[config.mk]
export PLATFORM = sky130hd
export DESIGN_NAME = alarm_fsm_flat
export DESIGN_NICKNAME = d
export VERILOG_FILES = /design/src/rtl/alarm_fsm_if.sv /design/src/rtl/alarm_fsm.sv /design/src/flat_wrapper.sv
export SDC_FILE = /design/constraint.sdc
export NUM_CORES = 1
export LEC_CHECK = 0
export ABC_AREA = 0
export BUFFER_PORTS_ARGS = -buffer_cell sky130_fd_sc_hd__buf_4
export CORE_AREA = 8 8 61 63
export DETAILED_ROUTE_END_ITERATION = 7
export DIE_AREA = 0 0 69 71
export GPL_TIMING_DRIVEN = 0
export PLACE_DENSITY = 0.59
export SLEW_MARGIN = 20
export SYNTH_ARGS = -nofsm -noshare
export SYNTH_HDL_FRONTEND = slang
export SYNTH_SLANG_ARGS = --single-unit
export TNS_END_PERCENT = 1
[constraint.sdc]
create_clock -name clock -period 1.7 [get_ports clock]
set_input_delay 0.17 -clock clock [delete_from_list [all_inputs] [get_ports clock]]
set_output_delay 0.17 -clock clock [all_outputs]
set_load 0.005 [all_outputs]
[src/rtl/alarm_fsm_if.sv]
// Alarm controller bus: sensor inputs, 1 Hz tick, parameter-bank return path
// and the controller outputs.
//   master : sensor/bank/test side (drives sensors, tick, value; reads outputs)
//   slave  : alarm_fsm side (reads sensors, tick, value; drives outputs)
interface alarm_fsm_if #(
  parameter int CNT_W = 4
);
  logic             ignition;
  logic             door_driver;
  logic             door_pass;
  logic             reprogram;
  logic             one_hz_enable;
  logic [CNT_W-1:0] value;
  logic [1:0]       interval;
  logic             siren;
  logic             status;
  logic [2:0]       state_dbg;
  logic [CNT_W-1:0] countdown;

  modport master (
    output ignition, door_driver, door_pass, reprogram, one_hz_enable, value,
    input  interval, siren, status, state_dbg, countdown
  );

  modport slave (
    input  ignition, door_driver, door_pass, reprogram, one_hz_enable, value,
    output interval, siren, status, state_dbg, countdown
  );
endinterface

[src/rtl/alarm_fsm.sv]
// Car anti-theft alarm controller.
// Runs the arm / trigger / siren / disarm state machine from the ignition and
// door sensors and sequences the stored delay bank: `interval` selects the
// active delay, the selected `value` is loaded one cycle later and counted
// down on 1 Hz ticks.
// Ports:
//   clock : system clock
//   reset : asynchronous, active-high reset
//   bus   : alarm_fsm_if.slave (sensors, tick, delay value in; interval,
//           siren, status LED, debug state and countdown out)
module alarm_fsm #(
  parameter int CNT_W = 4
) (
  input  logic        clock,
  input  logic        reset,
  alarm_fsm_if.slave  bus
);

  typedef enum logic [2:0] {
    S_ARMED      = 3'd0,
    S_TRIGGERED  = 3'd1,
    S_SOUND      = 3'd2,
    S_DISARMED   = 3'd3,
    S_WAIT_OPEN  = 3'd4,
    S_WAIT_CLOSE = 3'd5,
    S_ARM_DELAY  = 3'd6
  } state_t;

  localparam logic [1:0] INT_ARM   = 2'b00;
  localparam logic [1:0] INT_DRV   = 2'b01;
  localparam logic [1:0] INT_PASS  = 2'b10;
  localparam logic [1:0] INT_ALARM = 2'b11;

  state_t           r_state,     w_state_nx;
  logic [1:0]       r_interval,  w_interval_nx;
  logic             r_load,      w_load_nx;
  logic             r_siren,     w_siren_nx;
  logic             r_status,    w_status_nx;
  logic [CNT_W-1:0] r_countdown, w_count_nx;

  logic w_tick;
  logic w_door;
  logic w_expire;
  logic w_ign_abort;

  always_ff @(posedge clock or posedge reset) begin
    if (reset) begin
      r_state     <= S_ARMED;
      r_interval  <= INT_ARM;
      r_load      <= 1'b0;
      r_siren     <= 1'b0;
      r_status    <= 1'b0;
      r_countdown <= '0;
    end else begin
      r_state     <= w_state_nx;
      r_interval  <= w_interval_nx;
      r_load      <= w_load_nx;
      r_siren     <= w_siren_nx;
      r_status    <= w_status_nx;
      r_countdown <= w_count_nx;
    end
  end

  always_comb begin
    w_tick        = bus.one_hz_enable;
    w_door        = bus.door_driver | bus.door_pass;
    // The load cycle swallows any tick, so the delay cannot expire there.
    // A loaded 0 expires on the first tick exactly like a loaded 1.
    w_expire      = w_tick && !r_load && (r_countdown <= CNT_W'(1));
    w_ign_abort   = bus.ignition && ((r_state == S_ARMED) || (r_state == S_TRIGGERED) ||
                                     (r_state == S_SOUND) || (r_state == S_ARM_DELAY));
    w_state_nx    = r_state;
    w_interval_nx = r_interval;
    w_load_nx     = 1'b0;

    // Counter: load has priority, otherwise saturating decrement on ticks.
    if (r_load)
      w_count_nx = bus.value;
    else if (w_tick && (r_countdown != '0))
      w_count_nx = r_countdown - CNT_W'(1);
    else
      w_count_nx = r_countdown;

    if (bus.reprogram) begin
      w_state_nx = S_ARMED;
      w_count_nx = '0;
    end else if (w_ign_abort) begin
      w_state_nx = S_DISARMED;
    end else begin
      unique case (r_state)
        S_ARMED: begin
          if (bus.door_driver) begin
            w_state_nx    = S_TRIGGERED;
            w_interval_nx = INT_DRV;
            w_load_nx     = 1'b1;
          end else if (bus.door_pass) begin
            w_state_nx    = S_TRIGGERED;
            w_interval_nx = INT_PASS;
            w_load_nx     = 1'b1;
          end
        end
        S_TRIGGERED: begin
          if (w_expire) begin
            w_state_nx    = S_SOUND;
            w_interval_nx = INT_ALARM;
            w_load_nx     = 1'b1;
          end
        end
        S_SOUND: begin
          // An open door keeps reloading, holding the alarm indefinitely.
          if (w_door)
            w_load_nx = 1'b1;
          else if (w_expire)
            w_state_nx = S_ARMED;
        end
        S_DISARMED: begin
          if (!bus.ignition)
            w_state_nx = S_WAIT_OPEN;
        end
        S_WAIT_OPEN: begin
          if (bus.ignition)
            w_state_nx = S_DISARMED;
          else if (bus.door_driver)
            w_state_nx = S_WAIT_CLOSE;
        end
        S_WAIT_CLOSE: begin
          if (bus.ignition)
            w_state_nx = S_DISARMED;
          else if (!bus.door_driver) begin
            w_state_nx    = S_ARM_DELAY;
            w_interval_nx = INT_ARM;
            w_load_nx     = 1'b1;
          end
        end
        S_ARM_DELAY: begin
          if (w_door)
            w_load_nx = 1'b1;
          else if (w_expire)
            w_state_nx = S_ARMED;
        end
        default: w_state_nx = S_ARMED;
      endcase
    end

    w_siren_nx = (w_state_nx == S_SOUND);

    // Status LED: solid while alarmed, blinking while armed. A reprogram is
    // treated as a fresh entry into ARMED, so the blink phase restarts at 0.
    if ((w_state_nx == S_TRIGGERED) || (w_state_nx == S_SOUND))
      w_status_nx = 1'b1;
    else if ((w_state_nx == S_ARMED) && (r_state == S_ARMED) && !bus.reprogram)
      w_status_nx = w_tick ? ~r_status : r_status;
    else
      w_status_nx = 1'b0;
  end

  assign bus.interval  = r_interval;
  assign bus.siren     = r_siren;
  assign bus.status    = r_status;
  assign bus.state_dbg = r_state;
  assign bus.countdown = r_countdown;

endmodule

[src/flat_wrapper.sv]
// flat-port wrapper written by rule: the top's interface ports become plain ports
module alarm_fsm_flat 
#(
  parameter int CNT_W = 4
)
  (clock, reset, bus_ignition, bus_door_driver, bus_door_pass, bus_reprogram, bus_one_hz_enable, bus_value, bus_interval, bus_siren, bus_status, bus_state_dbg, bus_countdown);
  alarm_fsm_if #(.CNT_W(CNT_W)) bus_i ();
  input  logic clock;
  input  logic reset;
  input wire logic [$bits(bus_i.ignition)-1:0] bus_ignition;
  input wire logic [$bits(bus_i.door_driver)-1:0] bus_door_driver;
  input wire logic [$bits(bus_i.door_pass)-1:0] bus_door_pass;
  input wire logic [$bits(bus_i.reprogram)-1:0] bus_reprogram;
  input wire logic [$bits(bus_i.one_hz_enable)-1:0] bus_one_hz_enable;
  input wire logic [$bits(bus_i.value)-1:0] bus_value;
  output wire logic [$bits(bus_i.interval)-1:0] bus_interval;
  output wire logic [$bits(bus_i.siren)-1:0] bus_siren;
  output wire logic [$bits(bus_i.status)-1:0] bus_status;
  output wire logic [$bits(bus_i.state_dbg)-1:0] bus_state_dbg;
  output wire logic [$bits(bus_i.countdown)-1:0] bus_countdown;
  assign bus_i.ignition = bus_ignition;
  assign bus_i.door_driver = bus_door_driver;
  assign bus_i.door_pass = bus_door_pass;
  assign bus_i.reprogram = bus_reprogram;
  assign bus_i.one_hz_enable = bus_one_hz_enable;
  assign bus_i.value = bus_value;
  assign bus_interval = bus_i.interval;
  assign bus_siren = bus_i.siren;
  assign bus_status = bus_i.status;
  assign bus_state_dbg = bus_i.state_dbg;
  assign bus_countdown = bus_i.countdown;
  alarm_fsm #(.CNT_W(CNT_W)) u_core (.clock(clock), .reset(reset), .bus(bus_i));
endmodule
==> results <==
- The run finished, with violations left.
- The final reports fail on setup timing.
- The number of core rows is 20.
- The critical path in this run is classified as flop to flop.
- The internal portion of the total power is 810 uW.
- In this run the standard cell core region covers between 0.002 and 0.003 mm2.
- Once the floorplan was initialized, standard cells occupied between 20% and 30% of the core.
- The clock drives 12 sinks.
- The cell count after synthesis is roughly 90.
- The post-layout minimum cycle time is between 1.5 and 2 ns.
- The die covers between 0.004 and 0.005 mm2.
- Summed over all nets, the switching power comes to 492 uW.
- The first routing iteration left 27 violations.
- Setup repair after global routing could not meet its margin everywhere.
- The cell family contributing the most delay on the critical path is compound AO/OA/AOI/OAI gates.
- The die outline width is about 69 um.
- At the pin with the least slew margin, the transition time is around 0.45 ns.
- The global-route usage over all layers is under 10%.
- The final count of hold timing violations came to 0.
- The TritonCTS clock tree is built.
- For this run, the leading register cell type out of synthesis is dfrtp_1.
- The worst-case IR drop observed on VDD is around 0.37 mV.
- With fillers left out, the area of the finished cells amounts to 0.00110 mm2.
- The initial antenna violation count came to 0.
- The met1 global-route usage is between 10% and 20%.
- The combined area of all synthesized cells is 810 um2.
- STA classifies the critical path startpoint as a flop.
- The number of vias after detailed routing is 738.
- Data on the critical path arrives at its endpoint at between 1.5 and 2 ns.
- Counting both buffers and inverters, the worst setup path holds a total of 1.
- Max-cap violations in this run came to 0.
- The count of port buffers added during placement is 19.
- In this run the tightest slew margin relative to its limit is 69.9%.
- For this run, design rule violations remaining after detail routing come to 0.
- The required time at the worst-slack endpoint is approximately 1.8 ns.
- The number of global-route vias before repair is roughly 740.
- The final antenna-violating net count is 0.
- Of the total power, the share spent switching nets is around 38%.
- The level count of the clock H-tree is 1.
- The register area is between 300 and 400 um2.
- Along the worst path, the maximum fanout reaches 4.
- The total half-perimeter wirelength after legalization and detailed placement is roughly 1600 um.
- In this run, synthesis inferred 0 flip-flops with an integrated enable.
- The clock skew after layout is roughly 0.0004 ns.
- The maximum cell stage delay along the critical path is just under 0.4 ns.
- The total count of max-transition violations in the final report is 0.
- Synthesis instantiated 33 different standard cells from the library.
- Buffers inserted during clock tree synthesis total 3.
- At the placement stage, the worst setup path has a slack of -0.165 ns.
- For the worst-skew pair, the clock arrives at the later sink with an insertion delay of 0.26 ns.
- The largest net degree at the start of global routing is 13.
- The design draws roughly 1.3 mW.
- Setup violations remaining at the end of the flow were counted as 4.
- met2 is the most crowded layer.
- The layout cell share with drive strength beyond 1 is about two fifths.
- The flop and latch count out of synthesis is 12.
- After synthesis, the mean cell area works out to approximately 8.8 um2.
- The async set or reset register ratio after synthesis is 100%.
- The slowest cell on the critical path is dfrtp_1.
- Of the total power, registers draw around a third.
- Dividing total power by cell area gives a power density of 1180 mW/mm2.
- The wire length per cell after detailed routing is 14.4 um.
- The clock-pin transition on the worst setup and hold timing paths is ~0.07 ns.
- At the end of routability-driven placement, the weighted congestion stood at approximately 0.83.
- The share of total power dissipated in combinational logic is 53.3%.
- The number of nets at the end of the flow is around 130.
- During synthesis, Yosys emitted a total of 0 warnings.
- The clock tree root driver cell is clkbuf_4.
- The first detailed-routing pass ran for 4 iterations.
- The critical path goes through inv_2, ha_4, or2_4, a311oi_1, o21ai_2, nor3_1, a311oi_2.
- The reported leakage power is 0.484 nW.
- From synthesis to final layout, the design area changed by 36.3%.
- The total of fill cells in the finished design is slightly above 300.
- The post-layout worst setup margin is -0.0808 ns.
- The number of nets handed over by synthesis was roughly 110.
- The die extent in y is 71 um.
- The classification of the worst-slack hold path is input port to flop.
- During I/O placement, the number of pins put on the boundary was 22.
- The critical path endpoint category is a flop.
- The count of inserted antenna diode cells is 0.
- In the global route stage, met3 resource usage came out at 0.420%.
- The post-synthesis sequential area ratio is a little under two fifths.
- The routed design has 2170 um of wire.
- The area after detailed placement is ~0.0010 mm2.
- The global-route wire length before repair is between 3000 and 4000 um.
- In the global route stage, met2 resource usage came out at 13.8%.
- The highest achievable clock rate is between 500 and 600 MHz.
- The clock network fraction of total power is 12.6%.
- After detailed routing, the number of vias per cell comes to 4.89.
- Summing all multi-input logic gate instances after layout gives ~500 um2.
- No sink is reached through more buffers than the 2 on the longest clock path.
- Of the available clock period, the critical path in the final layout requires 105%.
- Summed over all layers, the global routing overflow is 0.
routing by layer:
| layer | up-vias | share of wire (%) | wire length, um |
|---|---|---|---|
| li1 | 376 | - | - |
| met1 | 350 | 49 | 1070 |
| met2 | 10 | 49 | 1070 |
| met3 | 2 | 0.60 | 13 |
| met4 | 0 | 0.78 | 17 |
| met5 | - | 0 | 0 |
synthesized netlist by cell type (3+ instances only):
library cell / n / share of area (%)
xor2_1: 3 / 3.2
nor2b_1: 3 / 2.3
inv_1: 9 / 4.2
o21ai_0: 4 / 2.5
nand2_1: 10 / 4.6
nor3_1: 4 / 2.5
buf_2: 3 / 1.9
a21oi_1: 6 / 3.7
nor2_1: 5 / 2.3
dfrtp_1: 12 / 37
ha_1: 3 / 4.6
a211oi_1: 4 / 3.7
worst min-delay path, delay by kind of cell:
kind / cells / cell delay [ns]
simple gates: 1 / 0.05
buf+inv: 1 / 0.11
compound gates: 1 / 0.05
state kept, by name, indices dropped and copies added (netlist names):
| register | cells |
|---|---|
| u_core.bus.status | 1 |
| u_core.bus.interval | 2 |
| u_core.bus.countdown | 4 |
| u_core.bus.siren | 1 |
| u_core.bus.state_dbg | 3 |
| u_core.r_load | 1 |
metrics by stage:
step	utilization, %	hold WS (ns)	setup TNS [ns]	cells
after floorplan	-	0.0347	0	92
after detailed placement	35.4	0.209	-0.721	144
after global routing	38.7	0.153	-0.657	151
after CTS	38.0	0.156	-0.163	151
after global placement	35.4	0.198	-0.508	144
final	38.7	0.163	-0.171	151
cell type report:
cell class                      instances  share of cell area (%)
Tap cell                               33                    3.74
Sequential cell                        12                    27.2
Buffer                                  5                    2.04
Timing Repair Buffer                   23                    15.9
Clock buffer                            3                    2.04
Inverter                                9                    3.06
Multi-Input combinational cell         66                    46.0
power by group through the flow:
| stage | clock network [mW] | registers [mW] | logic (mW) |
|---|---|---|---|
| finish | 0.164 | 0.444 | 0.693 |
| global route | 0.189 | 0.454 | 0.771 |
| CTS | 0.173 | 0.445 | 0.664 |
| floorplan | 0 | 0.449 | 0.376 |
| detailed placement | 0 | 0.457 | 0.597 |
| global placement | 0 | 0.452 | 0.595 |
kinds of logic (layout without fill, tap and decap cells):
family                   after synthesis  after routing  share of synthesized area, %
AO/OA/AOI/OAI                         24             24                          20.9
XOR/XNOR                               4              4                          4.33
adder cells (fa/ha/maj)                3              3                          4.64
buffers and inverters                 14             40                          6.95
flip-flops                            12             12                          37.1
multiplexers                           3              3                          4.02
AND/OR/NAND/NOR                       32             32                          22.1
timing repair:
action / 4_1_cts / 5_1_grt
hold endpoints to repair: 12 / 0
hold buffers: 1 / 0
setup buffers: 3 / 0
resized for setup: 6 / 5
pin swaps: 1 / 0
setup endpoints to repair: 8 / 8
final timing paths:
| check | to | depth (start not counted) | from | slack (ns) |
|---|---|---|---|---|
| worst min register to register | u_core.bus.interval[0] | 1 | u_core.bus.interval[0] | 0.52 |
| worst min-delay path | u_core.bus.countdown[0] | 3 | bus_value[0] | 0.16 |
| worst max-delay path | u_core.bus.status | 7 | u_core.bus.countdown[0] | -0.08 |
| max in group asynchronous | u_core.bus.interval[1] | 3 | reset | 0.93 |
| worst max register to register | u_core.bus.status | 7 | u_core.bus.countdown[0] | -0.08 |
| min in group asynchronous | u_core.bus.countdown[1] | 3 | reset | 0.46 |
placed cells by master, fill, tap and decap left out, drive strengths merged, types with 2 or more instances in the layout:
master,instances
a211oi,4
a21oi,6
a311oi,3
buf,25
clkbuf,5
dfrtp,12
ha,3
inv,9
mux2,2
nand2,10
nand3,2
nor2,5
nor2b,3
nor3,4
o21ai,5
or2,2
or3,2
xor2,3
No activity file was read; power rests on OpenSTA's default activity.
